## src/rtl/mac_pkg.sv

```systemverilog
// Shared MAC definitions: datapath widths and the dot-product sequencer state encoding.
package mac_pkg;

  localparam int MAC_ACC_WIDTH  = 40;
  localparam int MAC_DATA_WIDTH = 16;

  typedef enum logic [2:0] {
    SEQ_IDLE,
    SEQ_CLEAR,
    SEQ_WAIT_OP,
    SEQ_ISSUE,
    SEQ_WAIT_MAC,
    SEQ_DRAIN,
    SEQ_DONE
  } mac_seq_state_t;

endpackage

```

## src/rtl/mac_dot_sequencer.sv

```systemverilog
// Runs one dot-product job on the MAC: clear, then one multiply per accepted operand pair, then
// hand back the accumulator. Operand source is stalled via op_ready; the result is held until res_ready.
module mac_dot_sequencer
  import mac_pkg::*;
#(
  parameter int DATA_WIDTH = MAC_DATA_WIDTH,
  parameter int ACC_WIDTH  = MAC_ACC_WIDTH,
  parameter int LEN_WIDTH  = 8
) (
  input  logic                  clk,
  input  logic                  rst_n,
  input  logic                  job_start,
  input  logic [LEN_WIDTH-1:0]  job_len,
  input  logic                  job_abort,
  output logic                  busy,
  output logic                  len_err,
  input  logic                  op_valid,
  output logic                  op_ready,
  input  logic [DATA_WIDTH-1:0] op_a,
  input  logic [DATA_WIDTH-1:0] op_b,
  output logic                  mac_start,
  output logic                  mac_clr,
  output logic [DATA_WIDTH-1:0] mac_a,
  output logic [DATA_WIDTH-1:0] mac_b,
  input  logic                  mac_ready,
  input  logic [ACC_WIDTH-1:0]  mac_acc,
  output logic                  res_valid,
  input  logic                  res_ready,
  output logic [ACC_WIDTH-1:0]  res_data
);

  mac_seq_state_t        state_q, state_d;
  logic [LEN_WIDTH-1:0]  len_q;
  logic [LEN_WIDTH-1:0]  done_cnt_q;
  logic [LEN_WIDTH-1:0]  done_inc;
  logic [DATA_WIDTH-1:0] mac_a_q, mac_b_q;
  logic [ACC_WIDTH-1:0]  res_data_q;
  logic                  len_err_q;
  logic                  job_accept;
  logic                  op_fire;

  assign job_accept = (state_q == SEQ_IDLE) && job_start && (job_len != '0);
  assign op_fire    = (state_q == SEQ_WAIT_OP) && op_valid;
  assign done_inc   = done_cnt_q + LEN_WIDTH'(1);

  always_comb begin
    state_d = state_q;
    case (state_q)
      SEQ_IDLE:     if (job_accept) state_d = SEQ_CLEAR;
      SEQ_CLEAR:    state_d = SEQ_WAIT_OP;
      SEQ_WAIT_OP:  if (op_valid) state_d = SEQ_ISSUE;
      SEQ_ISSUE:    state_d = SEQ_WAIT_MAC;
      SEQ_WAIT_MAC: if (mac_ready) state_d = (done_inc == len_q) ? SEQ_DRAIN : SEQ_WAIT_OP;
      SEQ_DRAIN:    state_d = SEQ_DONE;
      SEQ_DONE:     if (res_ready) state_d = SEQ_IDLE;
      default:      state_d = SEQ_IDLE;
    endcase
    // Abort overrides everything; an outstanding multiply is simply left behind.
    if (job_abort) state_d = SEQ_IDLE;
  end

  always_ff @(posedge clk or negedge rst_n) begin
    if (!rst_n) begin
      state_q    <= SEQ_IDLE;
      len_q      <= '0;
      done_cnt_q <= '0;
      mac_a_q    <= '0;
      mac_b_q    <= '0;
      res_data_q <= '0;
      len_err_q  <= 1'b0;
    end else begin
      state_q   <= state_d;
      len_err_q <= (state_q == SEQ_IDLE) && job_start && (job_len == '0) && !job_abort;
      if (job_accept) begin
        len_q      <= job_len;
        done_cnt_q <= '0;
      end else if ((state_q == SEQ_WAIT_MAC) && mac_ready) begin
        done_cnt_q <= done_inc;
      end
      if (op_fire) begin
        mac_a_q <= op_a;
        mac_b_q <= op_b;
      end
      // The last accumulation landed on the previous edge, so mac_acc is final here.
      if (state_q == SEQ_DRAIN) res_data_q <= mac_acc;
    end
  end

  assign busy      = (state_q != SEQ_IDLE);
  assign op_ready  = (state_q == SEQ_WAIT_OP);
  assign mac_start = (state_q == SEQ_ISSUE);
  assign mac_clr   = (state_q == SEQ_CLEAR);
  assign res_valid = (state_q == SEQ_DONE);
  assign len_err   = len_err_q;
  assign mac_a     = mac_a_q;
  assign mac_b     = mac_b_q;
  assign res_data  = res_data_q;

endmodule

```

## config.mk

```make
export PLATFORM = sky130hd
export DESIGN_NAME = mac_dot_sequencer
export DESIGN_NICKNAME = d
export VERILOG_FILES = /design/src/rtl/mac_pkg.sv /design/src/rtl/mac_dot_sequencer.sv
export SDC_FILE = /design/constraint.sdc
export NUM_CORES = 1
export LEC_CHECK = 0
export BUFFER_PORTS_ARGS = -buffer_cell sky130_fd_sc_hd__clkbuf_2
export CAP_MARGIN = 20
export CORE_ASPECT_RATIO = 1.25
export CORE_UTILIZATION = 30
export DETAILED_ROUTE_END_ITERATION = 8
export PLACE_DENSITY = 0.59
export SETUP_SLACK_MARGIN = 0.3
export SYNTH_ARGS = -nofsm -noshare
export SYNTH_HDL_FRONTEND = slang
export SYNTH_SLANG_ARGS = --single-unit
```

## constraint.sdc

```tcl
create_clock -name clk -period 3.74 [get_ports clk]
set_input_delay 0.374 -clock clk [delete_from_list [all_inputs] [get_ports clk]]
set_output_delay 0.374 -clock clk [all_outputs]
set_load 0.05 [all_outputs]
```

# Yosys cells after proc, flatten, opt, wreduce, memory -nomap -nowiden
# Index checks and enable logic that the tools add are counted.
# totals
register_bits	92
# classes
addsub	1
eq_ne	11
mux	9
n_reduce_logical	13
# ops
cell	n
3-bit case mux with 7 select lines	1
3-bit 2-to-1 mux	6
8-bit 2-to-1 mux	2
3-bit equality test (second input constant)	3
3-bit != test (second input constant)	3
8-bit by 1-bit adder with 8-bit output (second input constant)	1
8-bit equality test	1
8-bit zero test	1
8-bit nonzero test	1
3-bit by 2-bit equality test with 1-bit output (second input constant)	2
1-bit logical AND	6
4-bit AND reduction	1
3-bit by 1-bit equality test with 1-bit output (second input constant)	1
3-bit zero test	1
3-bit by 2-bit != test with 1-bit output (second input constant)	1
3-bit nonzero test	1
2-bit nonzero test	1
1-bit zero test	1

# Logic depth before layout (Yosys ltp)
# Gate-level depths: netlist of the first run.
# logic_depth
ltp_word	6
depth_mapped	7
mapped_depth_nobuf	6

# Worst setup path before layout of the first run
# No wires, ideal clock.
# synth_path
kind	register -> register
from	register state_q[2]
to	register mac_a_q[0], in the netlist mac_a[0]
arrival_time_ns	2.575
path_slack_ns	1.040
path_stages_with_launch	6
cell_sequence	dfrtp_1 nor3b_1 and2_1 clkbuf_1 buf_2 mux2_2
# synth_via
elab_chain_len	2
# synth_lines
item	line	rtl
from (decl)	mac_dot_sequencer.sv:32	mac_seq_state_t state_q, state_d;
from (signal assigned)	mac_dot_sequencer.sv:72	state_q <= state_d;
3-bit by 2-bit equality test with 1-bit output	n/a	
named net op_ready	mac_dot_sequencer.sv:18	output logic op_ready,
1-bit logical AND	mac_dot_sequencer.sv:43	assign op_fire = (state_q == SEQ_WAIT_OP) && op_valid;
to (signal assigned)	mac_dot_sequencer.sv:81	mac_a_q <= op_a;
to (decl)	mac_dot_sequencer.sv:36	logic [DATA_WIDTH-1:0] mac_a_q, mac_b_q;
# The timed path passes the listed nets, and every way through them passes these cells.
# A chain may end at the register's enable or synchronous reset.

# Worst setup path after layout of the first run
# layout_path
from	register done_cnt_q[0]
to	register state_q[2]
# layout_via
elab_chain_len	6
# layout_lines
item	line	rtl
from (decl)	mac_dot_sequencer.sv:34	logic [LEN_WIDTH-1:0] done_cnt_q;
from (signal assigned)	mac_dot_sequencer.sv:78	done_cnt_q <= done_inc;
8-bit by 1-bit adder with 8-bit output	mac_dot_sequencer.sv:44	assign done_inc = done_cnt_q + LEN_WIDTH'(1);
8-bit equality test	mac_dot_sequencer.sv:53	SEQ_WAIT_MAC: if (mac_ready) state_d = (done_inc == len_q) ? SEQ_DRAIN : SEQ_WAIT_OP;
3-bit 2-to-1 mux (2 in series)	mac_dot_sequencer.sv:53	
3-bit case mux with 7 select lines	mac_dot_sequencer.sv:48	case (state_q)
3-bit 2-to-1 mux	mac_dot_sequencer.sv:59	if (job_abort) state_d = SEQ_IDLE;
# Every way passes these cells. The select of a mux whose other input is x is not followed.

==> Implementation_results.wiki, run 1 <==
{| class="wikitable"
! Metric !! Value
|-
| Result of the run || completed
|-
| Clock-pin slew on the worst setup and hold paths || 0.07 ns
|-
| Area of all placed cells without fillers || 5166 um2
|-
| Count of flip-flops with a built-in enable after synthesis || 0
|-
| Post-route insts no fill || 610
|-
| RePlAce Congestion || 0.7530
|-
| Share of Yosys cell area claimed by the top area cell type || 60.13%
|-
| Wire length of the first global-routing pass || 12880 um
|-
| Final layout net count || 529
|-
| Insertion delay of the later-clocked pin in the worst-skew pair || 0.33 ns
|-
| Max-cap violations || 0
|-
| Warnings from Yosys || 0
|-
| Critical Path Start Type || register
|-
| Die X-Extent || 103.0 um
|-
| Post-synth ARST share || 100.0%
|-
| Max Clock Freq || 461.0 MHz
|-
| DR pass1 iterations || 4
|-
| Average wire per cell in the routed design || 13.59 um
|-
| Worst Path Buf+Inv || 0
|-
| Post-synthesis average cell area || 14.08 um2
|-
| Post-Route Setup TNS || 0 ns
|-
| Worst path top cell family by delay || simple AND/OR/NAND/NOR gates
|-
| Library cell contributing the largest single delay on the critical path || sky130_fd_sc_hd__or4_4
|-
| Shortest clock period the worst path allows after layout || 2.169 ns
|-
| Cell count after synthesis || 272
|-
| Switching part of the total power || 42.10%
|-
| Flop and latch count out of synthesis || 92
|-
| Power Density || 702.1 nW/um2
|-
| Worst EP arrival || 2.41 ns
|-
| Leakage component of the power || 2.474 nW
|-
| Post-route core utilization || 42.09%
|-
| Cell accounting for the most synthesized area || sky130_fd_sc_hd__dfrtp_1
|-
| Count of port buffers added during placement || 164
|-
| CORE AREA || 12270 um2
|-
| Number of buffers created by CTS || 9
|-
| Fraction of the yosys area taken by sequential cells || 60.13%
|-
| Dpl ws || 1.321 ns
|-
| Actual transition at the worst max-transition pin || 0.8508 ns
|-
| Library cell with the highest instance count after synthesis || sky130_fd_sc_hd__dfrtp_1
|-
| Num Clock Sinks || 92
|-
| Num rows || 45
|-
| Commonest cells in the synthesized netlist || 92 x sky130_fd_sc_hd__dfrtp_1, 81 x sky130_fd_sc_hd__mux2_2, 12 x sky130_fd_sc_hd__nand2_1, 12 x sky130_fd_sc_hd__nor2_1
|-
| Antenna violation net count after detailed routing || 0
|-
| Die Span Y || 128.3 um
|-
| Overall routed net length || 8287 um
|-
| Master cell of the clock root buffer || sky130_fd_sc_hd__clkbuf_16
|-
| Internal Dissipation || 2.100 mW
|-
| Initial antenna violation count || 0
|-
| Overall fraction of global-route tracks in use || 12.79%
|-
| H-tree depth || 3
|-
| Number of fillers in the final layout || 1229
|-
| Cell Count Post-Placement || 591
|-
| Count of final setup violators || 0
|-
| Final HPWL from detailed placement || 6220 um
|-
| Antenna diode count || 0
|-
| Biggest area contributors in the synthesized netlist || sky130_fd_sc_hd__dfrtp_1 60%, sky130_fd_sc_hd__mux2_2 24%, sky130_fd_sc_hd__xnor2_1 2.1%
|-
| Deepest clock path buffer count || 2
|-
| Worst relative slew slack || 43.28%
|-
| Worst hold path class || in -> reg
|-
| Fin Hold WS || 0.2669 ns
|-
| Slowest Stage Delay on Critical Path || 0.53 ns
|-
| Power, Total || 3.627 mW
|-
| Grt total ovfl || 0
|-
| Clock network fraction of total power || 23.3%
|-
| Switching pwr || 1.527 mW
|-
| Number of nets produced by synthesis || 360
|-
| Via/cell ratio || 4.523
|-
| Clock tree from TritonCTS || done
|-
| Post-detailed-route DRC marker count || 0
|-
| Sort of element at the end of the critical path || register
|-
| Maximum fanout along the worst path || 5
|-
| Cell variety after synth || 35
|-
| Tcrit/Tclk final || 58.00%
|-
| Synth-to-layout area growth || 34.93%
|-
| RSZ-0062 raised after global routing || false
|-
| CTS resizes || 0
|-
| Commonest register cell after synthesis || sky130_fd_sc_hd__dfrtp_1
|-
| Total vias in the final route || 2759
|-
| Sequential group share of total power || 37.8%
|-
| Post-synthesis cell area || 3829 um2
|-
| Boundary pin count || 165
|-
| Largest vdd supply drop || 0.0004311 V
|-
| Maximum number of pins on one net before global-route repair || 82
|-
| Fin. Hold Viols || 0
|-
| Fraction of final layout cells with drive strength greater than 1 || 60.76%
|-
| Class of the most critical setup path || reg -> reg
|-
| Proportion of power drawn by combinational gates || 38.9%
|-
| Final max-slew violation count || 0
|-
| Worst path setup slack after routing || 1.571 ns
|-
| Worst EP required || 3.98 ns
|-
| Clock tree skew after final layout || 0.006993 ns
|-
| Number of global-route vias before repair || 2744
|-
| Post-detailed-placement cell area || 4833 um2
|-
| Die Area || 13220 um2
|-
| Initial DRC Count || 39
|-
| Starting Density || 31.19%
|-
| Critical Path, Cell by Cell || ha_1, and3_4, xnor2_1, or4_4, a211o_1, a311oi_2
|}
## what timing repair did
| action | in CTS | in global routing |
|---|---|---|
| endpoints found under the setup margin | 0 | 0 |
| buffers inserted | 0 | 0 |
| hold endpoints to repair | 0 | 16 |
| hold buffers | 0 | 1 |
## worst register-to-register path, cell delays in order (launching register included)
cell,delay [ns]
sky130_fd_sc_hd__dfrtp_1,0.44
sky130_fd_sc_hd__ha_1,0.27
sky130_fd_sc_hd__and3_4,0.17
sky130_fd_sc_hd__xnor2_1,0.12
sky130_fd_sc_hd__or4_4,0.53
sky130_fd_sc_hd__a211o_1,0.31
sky130_fd_sc_hd__a311oi_2,0.24
## placed cells by master, fill, tap and decap left out, drive strengths merged, types with 2 or more instances in the layout
cell type | Yosys | layout
nand2 | 12 | 12
o21ai | 4 | 4
a21oi | 2 | 2
clkbuf | 5 | 174
and2 | 2 | 2
nand3 | 4 | 4
xor2 | 9 | 9
nor4 | 4 | 4
nand3b | 3 | 3
dfrtp | 92 | 92
nor3b | 2 | 2
clkinv | 0 | 3
a311oi | 3 | 3
xnor2 | 9 | 9
nor3 | 3 | 3
nand2b | 2 | 2
buf | 8 | 7
and3 | 2 | 2
nor2 | 12 | 12
inv | 2 | 2
clkinvlp | 0 | 2
mux2 | 81 | 81
## cell type report
type                    instances  area, um2  share of cell area (%)
repair buffers                171      905.9                   17.53
multi-input cells             165       1465                   28.36
well taps                     164      205.2                   3.972
clock buffers                  11      242.7                   4.698
flip-flops and latches         92       2302                   44.56
inverters                       2      7.507                  0.1453
clock inverters                 5      37.54                  0.7266
## power by group through the flow
stage | Clock, mW | Combinational (mW) | Sequential [mW]
floorplan | 0 | 0.333 | 2.11
global placement | 0 | 1.41 | 1.38
detailed placement | 0 | 1.42 | 1.39
CTS | 0.881 | 1.42 | 1.38
global route | 0.923 | 1.48 | 1.40
finish | 0.846 | 1.41 | 1.37
## path summary, 6_finish.rpt
path,start,to,slack [ns],cells after the start
worst max register to register,done_cnt_q[0],state_q[2],1.57,6
worst min register to register,res_data[4],res_data[4],0.51,1
max in group asynchronous,rst_n,mac_a[13],2.47,4
worst min-delay path,mac_acc[31],res_data[31],0.27,2
min in group asynchronous,rst_n,mac_b[13],0.46,2
worst max-delay path,done_cnt_q[0],state_q[2],1.57,6
## routing by layer
layer	track usage, %	part of all wire (%)	vias to the layer above
met5	0	0	-
met1	14.70	40	1354
met3	3.653	7.4	6
met2	22.08	51	107
li1	-	-	1292
met4	5.220	1.0	0
## logic make-up after synthesis
| family | Yosys count | share of synthesized area, % |
|---|---|---|
| compound gates | 12 | 2.484 |
| mux | 82 | 24.08 |
| simple gates | 52 | 7.255 |
| fa+ha+maj | 1 | 0.3267 |
| xor+xnor | 18 | 4.118 |
| buf+inv | 15 | 1.601 |
| flops | 92 | 60.13 |
## state kept, by name, indices dropped and copies added (netlist names)
signal,flops
len_err,1
mac_b,16
mac_a,16
done_cnt_q,8
len_q,8
state_q,3
res_data,40
Power figures use the tool's default switching activity.
==> run 2: changes to the inputs <==
==> constraint.sdc (replaced) <==
create_clock -name clk -period 2.2 [get_ports clk]
set_input_delay 0.22 -clock clk [delete_from_list [all_inputs] [get_ports clk]]
set_output_delay 0.22 -clock clk [all_outputs]
set_load 0.05 [all_outputs]
==> run 2 against run 1 <==
Against the previous run: critical path depth stayed put; final cell count is 0.82% higher; first-iteration DRC count is 5.1% higher; critical endpoint unchanged; highest routed layer unchanged.
==> Implementation_results.wiki, run 2 (same netlist as run 1, synthesis figures left out) <==
{| class="wikitable"
! Metric !! Value
|-
| Result of the run || completed
|-
| Num Clock Sinks || 92 (unchanged)
|-
| Post-route insts no fill || 615 (+0.82%)
|-
| Max Clock Freq || 505.7 MHz (+9.7%)
|-
| Commonest non-fill, non-tap cell in the layout || sky130_fd_sc_hd__clkbuf_2
|-
| Wire length of the first global-routing pass || 12740 um (-1.1%)
|-
| Overall routed net length || 8345 um (+0.70%)
|-
| Reg2Reg Launch Point || done_cnt_q[0]
|-
| Worst Path Buf+Inv || 0 (unchanged)
|-
| Boundary pin count || 165 (unchanged)
|-
| Clock-pin slew on the worst setup and hold paths || 0.07 ns (about the same)
|-
| Insertion delay of the later-clocked pin in the worst-skew pair || 0.34 ns (about the same)
|-
| Dpl ws || 0.1521 ns (-1.169 ns)
|-
| Synth-to-layout area growth || 38.59%
|-
| Area of all placed cells without fillers || 5306 um2 (+2.7%)
|-
| Via/cell ratio || 4.517 (-0.13%)
|-
| Max reg flops || 40 (unchanged)
|-
| Fin Hold WS || 0.1073 ns (-0.1596 ns)
|-
| Initial antenna violation count || 0 (unchanged)
|-
| Starting Density || 31.19% (unchanged)
|-
| RSZ-0062 raised after global routing || true
|-
| Die Area || 13220 um2 (unchanged)
|-
| Worst EP arrival || 2.22 ns (-0.19 ns)
|-
| CORE AREA || 12270 um2 (unchanged)
|-
| Cell depth of the worst flop-to-flop path || 6 (unchanged)
|-
| Critical Path Start || done_cnt_q[0]
|-
| Critical Path, Cell by Cell || ha_4, xnor2_2, nand2_1, or4_4, a211o_1, a311oi_2
|-
| Critical Path Start Type || register
|-
| Worst flop-to-flop path endpoint || state_q[2]
|-
| Count of final setup violators || 0 (unchanged)
|-
| Logic depth of the worst path, buffers included || 6 (unchanged)
|-
| Cell Count Post-Placement || 596 (+0.85%)
|-
| Die Span Y || 128.3 um (unchanged)
|-
| Number of global-route vias before repair || 2659 (-3.1%)
|-
| Initial DRC Count || 41 (+5.1%)
|-
| Largest vdd supply drop || 0.0005574 V (+29%)
|-
| Worst hold path class || in -> reg
|-
| Class of the most critical setup path || reg -> reg
|-
| Count of port buffers added during placement || 164 (unchanged)
|-
| Overall fraction of global-route tracks in use || 12.59% (-0.20 points)
|-
| Clock tree skew after final layout || 0.006912 ns (-0.00008188 ns)
|-
| Antenna diode count || 0 (unchanged)
|-
| DR pass1 iterations || 4 (unchanged)
|-
| Antenna violation net count after detailed routing || 0 (unchanged)
|-
| Worst relative slew slack || 51.28% (+8.0 points)
|-
| Maximum fanout along the worst path || 2 (-3)
|-
| Commonest non-fill, non-tap cells in the layout || 163 x sky130_fd_sc_hd__clkbuf_2, 91 x sky130_fd_sc_hd__dfrtp_1, 81 x sky130_fd_sc_hd__mux2_2, 12 x sky130_fd_sc_hd__nand2_1, 12 x sky130_fd_sc_hd__nor2_1
|-
| Shortest clock period the worst path allows after layout || 1.977 ns (-0.1918 ns)
|-
| Area taken by flip-flops and latches || 2303 um2 (about the same)
|-
| Post-detailed-placement cell area || 4945 um2 (+2.3%)
|-
| Die X-Extent || 103.0 um (unchanged)
|-
| Num rows || 45 (unchanged)
|-
| Tcrit/Tclk final || 89.89% (+32 points)
|-
| Fin. Hold Viols || 0 (unchanged)
|-
| Area used by multi-input combinational logic || 1539 um2 (+5.0%)
|-
| Master cell of the clock root buffer || sky130_fd_sc_hd__clkbuf_16
|-
| Register-to-Register Setup Slack || 0.22 ns (-1.35 ns)
|-
| Final HPWL from detailed placement || 6134 um (-1.4%)
|-
| Worst EP required || 2.44 ns (-1.54 ns)
|-
| Final layout net count || 534 (+0.95%)
|-
| Clock tree from TritonCTS || done
|-
| H-tree depth || 3 (unchanged)
|-
| Grt total ovfl || 0 (unchanged)
|-
| Total vias in the final route || 2778 (+0.69%)
|-
| Number of fillers in the final layout || 1207 (-1.8%)
|-
| Worst path top cell family by delay || simple AND/OR/NAND/NOR gates
|-
| Leakage component of the power || 2.519 nW (+1.8%)
|-
| Actual transition at the worst max-transition pin || 0.7241 ns (-0.1267 ns)
|-
| Worst path setup slack after routing || 0.2225 ns (-1.348 ns)
|-
| Average wire per cell in the routed design || 13.57 um (-0.12%)
|-
| Fraction of final layout cells with drive strength greater than 1 || 63.19% (+2.4 points)
|-
| RePlAce Congestion || 0.8106 (+7.6%)
|-
| Maximum number of pins on one net before global-route repair || 56 (-32%)
|-
| Library cell contributing the largest single delay on the critical path || sky130_fd_sc_hd__or4_4
|-
| Deepest clock path buffer count || 2 (unchanged)
|-
| Post-detailed-route DRC marker count || 0 (unchanged)
|-
| Post-Route Setup TNS || 0 ns (unchanged)
|-
| Final max-slew violation count || 0 (unchanged)
|-
| Power Density || 1184 nW/um2 (+69%)
|-
| Number of buffers created by CTS || 9 (unchanged)
|-
| Critical path capture point || state_q[2]
|-
| Slowest Stage Delay on Critical Path || 0.55 ns (+0.02 ns)
|-
| Sort of element at the end of the critical path || register
|-
| Max-cap violations || 0 (unchanged)
|}
run 2: area by class of cell:
cell class	count	area share [%]
Inverter	2	0.1415
Timing Repair Buffer	176	17.97
Multi-Input combinational cell	165	29.00
Clock buffer	12	5.022
Sequential cell	92	43.41
Tap cell	164	3.867
Clock inverter	4	0.5895
run 2: per-stage QoR:
stage | power, mW | utilization (%)
floorplan | 4.171 | -
global placement | 4.769 | 40.29
detailed placement | 4.809 | 40.29
CTS | 6.360 | 43.08
global route | 6.609 | 43.23
finish | 6.285 | 43.23
run 2: report_power, final:
group	switching [mW]	total (mW)	internal, mW
sequential	0.217	2.31	2.10
combinational	1.75	2.45	0.702
clock	0.655	1.52	0.863
run 2: how the worst min path moves through the flow:
stage / startpoint / end / slack [ns] / cells past startpoint
floorplan: rst_n / done_cnt_q[0] / -0.08 / 0
global placement: rst_n / mac_a[5] / 0.07 / 1
detailed placement: rst_n / mac_a[5] / 0.07 / 1
CTS: mac_acc[26] / res_data[26] / 0.1 / 2
global route: mac_acc[2] / res_data[2] / 0.10 / 2
finish: mac_acc[26] / res_data[26] / 0.11 / 2
run 2: worst reg2reg max path, cell delays in order (launching register included):
cell and delay (ns):
sky130_fd_sc_hd__dfrtp_2 0.43, sky130_fd_sc_hd__ha_4 0.28, sky130_fd_sc_hd__xnor2_2 0.10, sky130_fd_sc_hd__nand2_1 0.06, sky130_fd_sc_hd__or4_4 0.55, sky130_fd_sc_hd__a211o_1 0.28
sky130_fd_sc_hd__a311oi_2 0.19
run 2: layer usage:
metal,track usage [%],wire (um),vias up
li1,-,-,1307
met1,15.46,3523,1359
met4,6.048,153,0
met3,2.508,518,11
met2,20.98,4149,101
met5,0,0,-
run 2: what timing repair did:
| item | in CTS | in global routing |
|---|---|---|
| buffers inserted | 2 | 0 |
| endpoints found under the setup margin | 3 | 15 |
| resized for setup | 2 | 3 |
| pin swaps | 3 | 1 |
| hold buffers | 1 | 0 |
| hold endpoints to repair | 17 | 0 |
==> run 3: changes to the inputs <==
--- a/config.mk
+++ b/config.mk
@@ -8,9 +8,9 @@
 export BUFFER_PORTS_ARGS = -buffer_cell sky130_fd_sc_hd__clkbuf_2
 export CAP_MARGIN = 20
 export CORE_ASPECT_RATIO = 1.25
-export CORE_UTILIZATION = 30
+export CORE_UTILIZATION = 47
 export DETAILED_ROUTE_END_ITERATION = 8
-export PLACE_DENSITY = 0.59
+export PLACE_DENSITY = 0.83
 export SETUP_SLACK_MARGIN = 0.3
 export SYNTH_ARGS = -nofsm -noshare
 export SYNTH_HDL_FRONTEND = slang
==> run 3 against run 2 <==
Against the previous run: first-iteration DRC count rose by 63%; clock skew fell by 0.0016 ns; via count rose by 1.2%; largest cell class unchanged.
==> Implementation_results.wiki, run 3 (same netlist as run 1, synthesis figures left out) <==
{| class="wikitable"
! Metric !! Value
|-
| Result of the run || completed
|-
| Class of the most critical setup path || reg -> reg
|-
| Commonest non-fill, non-tap cells in the layout || 163 x sky130_fd_sc_hd__clkbuf_2, 90 x sky130_fd_sc_hd__dfrtp_1, 81 x sky130_fd_sc_hd__mux2_2, 12 x sky130_fd_sc_hd__nand2_1, 11 x sky130_fd_sc_hd__nor2_1
|-
| Fraction of final layout cells with drive strength greater than 1 || 62.58% (-0.61 points)
|-
| Count of final setup violators || 0 (unchanged)
|-
| Tcrit/Tclk final || 91.95% (+2.1 points)
|-
| Clock-pin slew on the worst setup and hold paths || 0.09 ns (+0.02 ns)
|-
| Met2 Usage GRT || 37.14% (+16 points)
|-
| Largest vdd supply drop || 0.0009827 V (+76%)
|-
| Sort of element at the end of the critical path || register
|-
| Starting Density || 48.85% (+18 points)
|-
| Number of global-route vias before repair || 2852 (+7.3%)
|-
| Area of all placed cells without fillers || 5110 um2 (-3.7%)
|-
| Area used by multi-input combinational logic || 1523 um2 (-1.1%)
|-
| Final layout net count || 532 (-0.37%)
|-
| Power, Total || 5.983 mW (-4.8%)
|-
| Max Clock Freq || 494.3 MHz (-2.2%)
|-
| Post-Route Setup TNS || 0 ns (unchanged)
|-
| Cell depth of the worst flop-to-flop path || 6 (unchanged)
|-
| Max-cap violations || 0 (unchanged)
|-
| Sequential group share of total power || 38.9% (+2.1 points)
|-
| Worst relative slew slack || 62.54% (+11 points)
|-
| Post-detailed-placement cell area || 4836 um2 (-2.2%)
|-
| Area taken by flip-flops and latches || 2305 um2 (about the same)
|-
| Number of buffers created by CTS || 9 (unchanged)
|-
| Antenna diode count || 0 (unchanged)
|-
| Shortest clock period the worst path allows after layout || 2.023 ns (+0.04546 ns)
|-
| DR pass1 iterations || 4 (unchanged)
|-
| Overall fraction of global-route tracks in use || 19.92% (+7.3 points)
|-
| Reg2Reg Launch Point || done_cnt_q[0]
|-
| Post-detailed-route DRC marker count || 0 (unchanged)
|-
| Master cell of the clock root buffer || sky130_fd_sc_hd__clkbuf_8
|-
| Max reg flops || 40 (unchanged)
|-
| Worst path setup slack after routing || 0.1770 ns (-0.04546 ns)
|-
| Critical Path Start || done_cnt_q[0]
|-
| Initial antenna violation count || 0 (unchanged)
|-
| Clock tree from TritonCTS || done
|-
| Wire length of the first global-routing pass || 12570 um (-1.3%)
|-
| Clock tree skew after final layout || 0.005300 ns (-0.001611 ns)
|-
| Cell depth of the worst hold path || 2 (unchanged)
|-
| Overall routed net length || 8340 um (about the same)
|-
| Die Span Y || 102.9 um (-20%)
|-
| Switching part of the total power || 42.28% (+0.53 points)
|-
| Average wire per cell in the routed design || 15.33 um (+13%)
|-
| Worst hold path class || in -> reg
|-
| Power Density || 1171 nW/um2 (-1.1%)
|-
| Critical path capture point || state_q[2]
|-
| Count of port buffers added during placement || 164 (unchanged)
|-
| Critical Path Start Type || register
|-
| Leakage component of the power || 2.471 nW (-1.9%)
|-
| Actual transition at the worst max-transition pin || 0.5618 ns (-0.1623 ns)
|-
| Proportion of power drawn by combinational gates || 40.6% (+1.5 points)
|-
| Worst EP arrival || 2.28 ns (+0.06 ns)
|-
| Met1 GRT Util || 20.27% (+4.8 points)
|-
| Initial DRC Count || 67 (+63%)
|-
| CORE AREA || 7838 um2 (-36%)
|-
| Final HPWL from detailed placement || 6184 um (+0.82%)
|-
| Boundary pin count || 165 (unchanged)
|-
| Insertion delay of the later-clocked pin in the worst-skew pair || 0.35 ns (about the same)
|-
| Maximum fanout along the worst path || 2 (unchanged)
|-
| Worst flop-to-flop path endpoint || state_q[2]
|-
| Met3 global-route usage || 4.336% (+1.8 points)
|-
| Grt total ovfl || 0 (unchanged)
|-
| RSZ-0062 raised after global routing || true
|-
| Number of fillers in the final layout || 612 (-49%)
|-
| Clock network fraction of total power || 20.5% (-3.6 points)
|-
| Commonest non-fill, non-tap cell in the layout || sky130_fd_sc_hd__clkbuf_2
|-
| Total vias in the final route || 2812 (+1.2%)
|-
| Maximum number of pins on one net before global-route repair || 44 (-21%)
|-
| Final max-slew violation count || 0 (unchanged)
|-
| Die X-Extent || 82.73 um (-20%)
|-
| Die Area || 8513 um2 (-36%)
|-
| GR peak layer || met2
|-
| H-tree depth || 3 (unchanged)
|-
| Num rows || 36 (-20%)
|-
| RePlAce Congestion || 0.8176 (+0.86%)
|-
| Via/cell ratio || 5.169 (+14%)
|-
| Synth-to-layout area growth || 33.46%
|-
| Deepest clock path buffer count || 2 (unchanged)
|-
| Antenna violation net count after detailed routing || 0 (unchanged)
|-
| Fin. Hold Viols || 0 (unchanged)
|-
| Internal Dissipation || 3.454 mW (-5.7%)
|-
| Register-to-Register Setup Slack || 0.18 ns (-0.05 ns)
|-
| Switching pwr || 2.529 mW (-3.6%)
|-
| Num Clock Sinks || 92 (unchanged)
|-
| Dpl ws || 0.1829 ns (+0.03085 ns)
|-
| Worst EP required || 2.46 ns (+0.02 ns)
|}
-- run 3: cell count changes in the layout (fill, tap and decap cells not counted), moves of 2 or more --
cell | before | now
sky130_fd_sc_hd__clkbuf_16 | 9 | 0
sky130_fd_sc_hd__clkbuf_8 | 3 | 10
sky130_fd_sc_hd__buf_4 | 9 | 7
sky130_fd_sc_hd__bufinv_16 | 0 | 2
sky130_fd_sc_hd__clkbuf_1 | 0 | 2
sky130_fd_sc_hd__clkinvlp_4 | 3 | 1
-- run 3: worst min path at each step --
stage                      startpoint             to  slack (ns)
final                      mac_acc[3]    res_data[3]         0.1
after detailed placement        rst_n    res_data[6]        0.24
after CTS                 mac_acc[18]   res_data[18]        0.08
after global routing      mac_acc[11]   res_data[11]        0.08
after floorplan                 rst_n  done_cnt_q[0]       -0.08
after global placement          rst_n    res_data[0]        0.24
-- run 3: cell type report --
cell class,count,share of cell area [%]
sequential,92,45.10
multi-input combinational,165,29.80
timing repair buffer,174,18.36
clock buffer,12,2.840
tap,95,2.326
clock inverter,4,1.420
inverter,2,0.1469
-- run 3: what timing repair did --
item | 4_1_cts | 5_1_grt
gates resized for setup | 1 | 3
cloned | 0 | 0
hold buffers | 1 | 0
buffers inserted | 2 | 1
endpoints found under the hold margin | 41 | 0
endpoints found under the setup margin | 3 | 17
-- run 3: power groups by stage --
stage	combinational, mW	sequential [mW]	clock (mW)
after CTS	2.45	2.33	1.26
final	2.43	2.33	1.23
after global routing	2.57	2.39	1.33
after detailed placement	2.44	2.37	0
after global placement	2.40	2.33	0
after floorplan	0.580	3.59	0
-- run 3: metrics by stage --
stage                     util [%]  hold slack [ns]  std cells
after CTS                    64.81          0.08038        543
after floorplan                  -         -0.07559        272
final                        65.20          0.09576        544
after global placement       61.70           0.2445        524
after detailed placement     61.70           0.2445        524
after global routing         65.20          0.07836        544
-- run 3: per-layer routing --
layer | vias up | wire length, um | share of wire, %
li1 | 1295 | - | -
met1 | 1395 | 2895 | 35
met5 | - | 0 | 0
met4 | 0 | 215 | 2.6
met2 | 103 | 4762 | 57
met3 | 19 | 467 | 5.6
-- run 3: worst max-delay path: stages, from the launching register on --
cell                       delay [ns]
sky130_fd_sc_hd__dfrtp_2         0.44
sky130_fd_sc_hd__ha_4            0.29
sky130_fd_sc_hd__xnor2_2         0.11
sky130_fd_sc_hd__nand2_1         0.07
sky130_fd_sc_hd__or4_4           0.55
sky130_fd_sc_hd__a211o_1         0.28
sky130_fd_sc_hd__a311oi_2        0.20
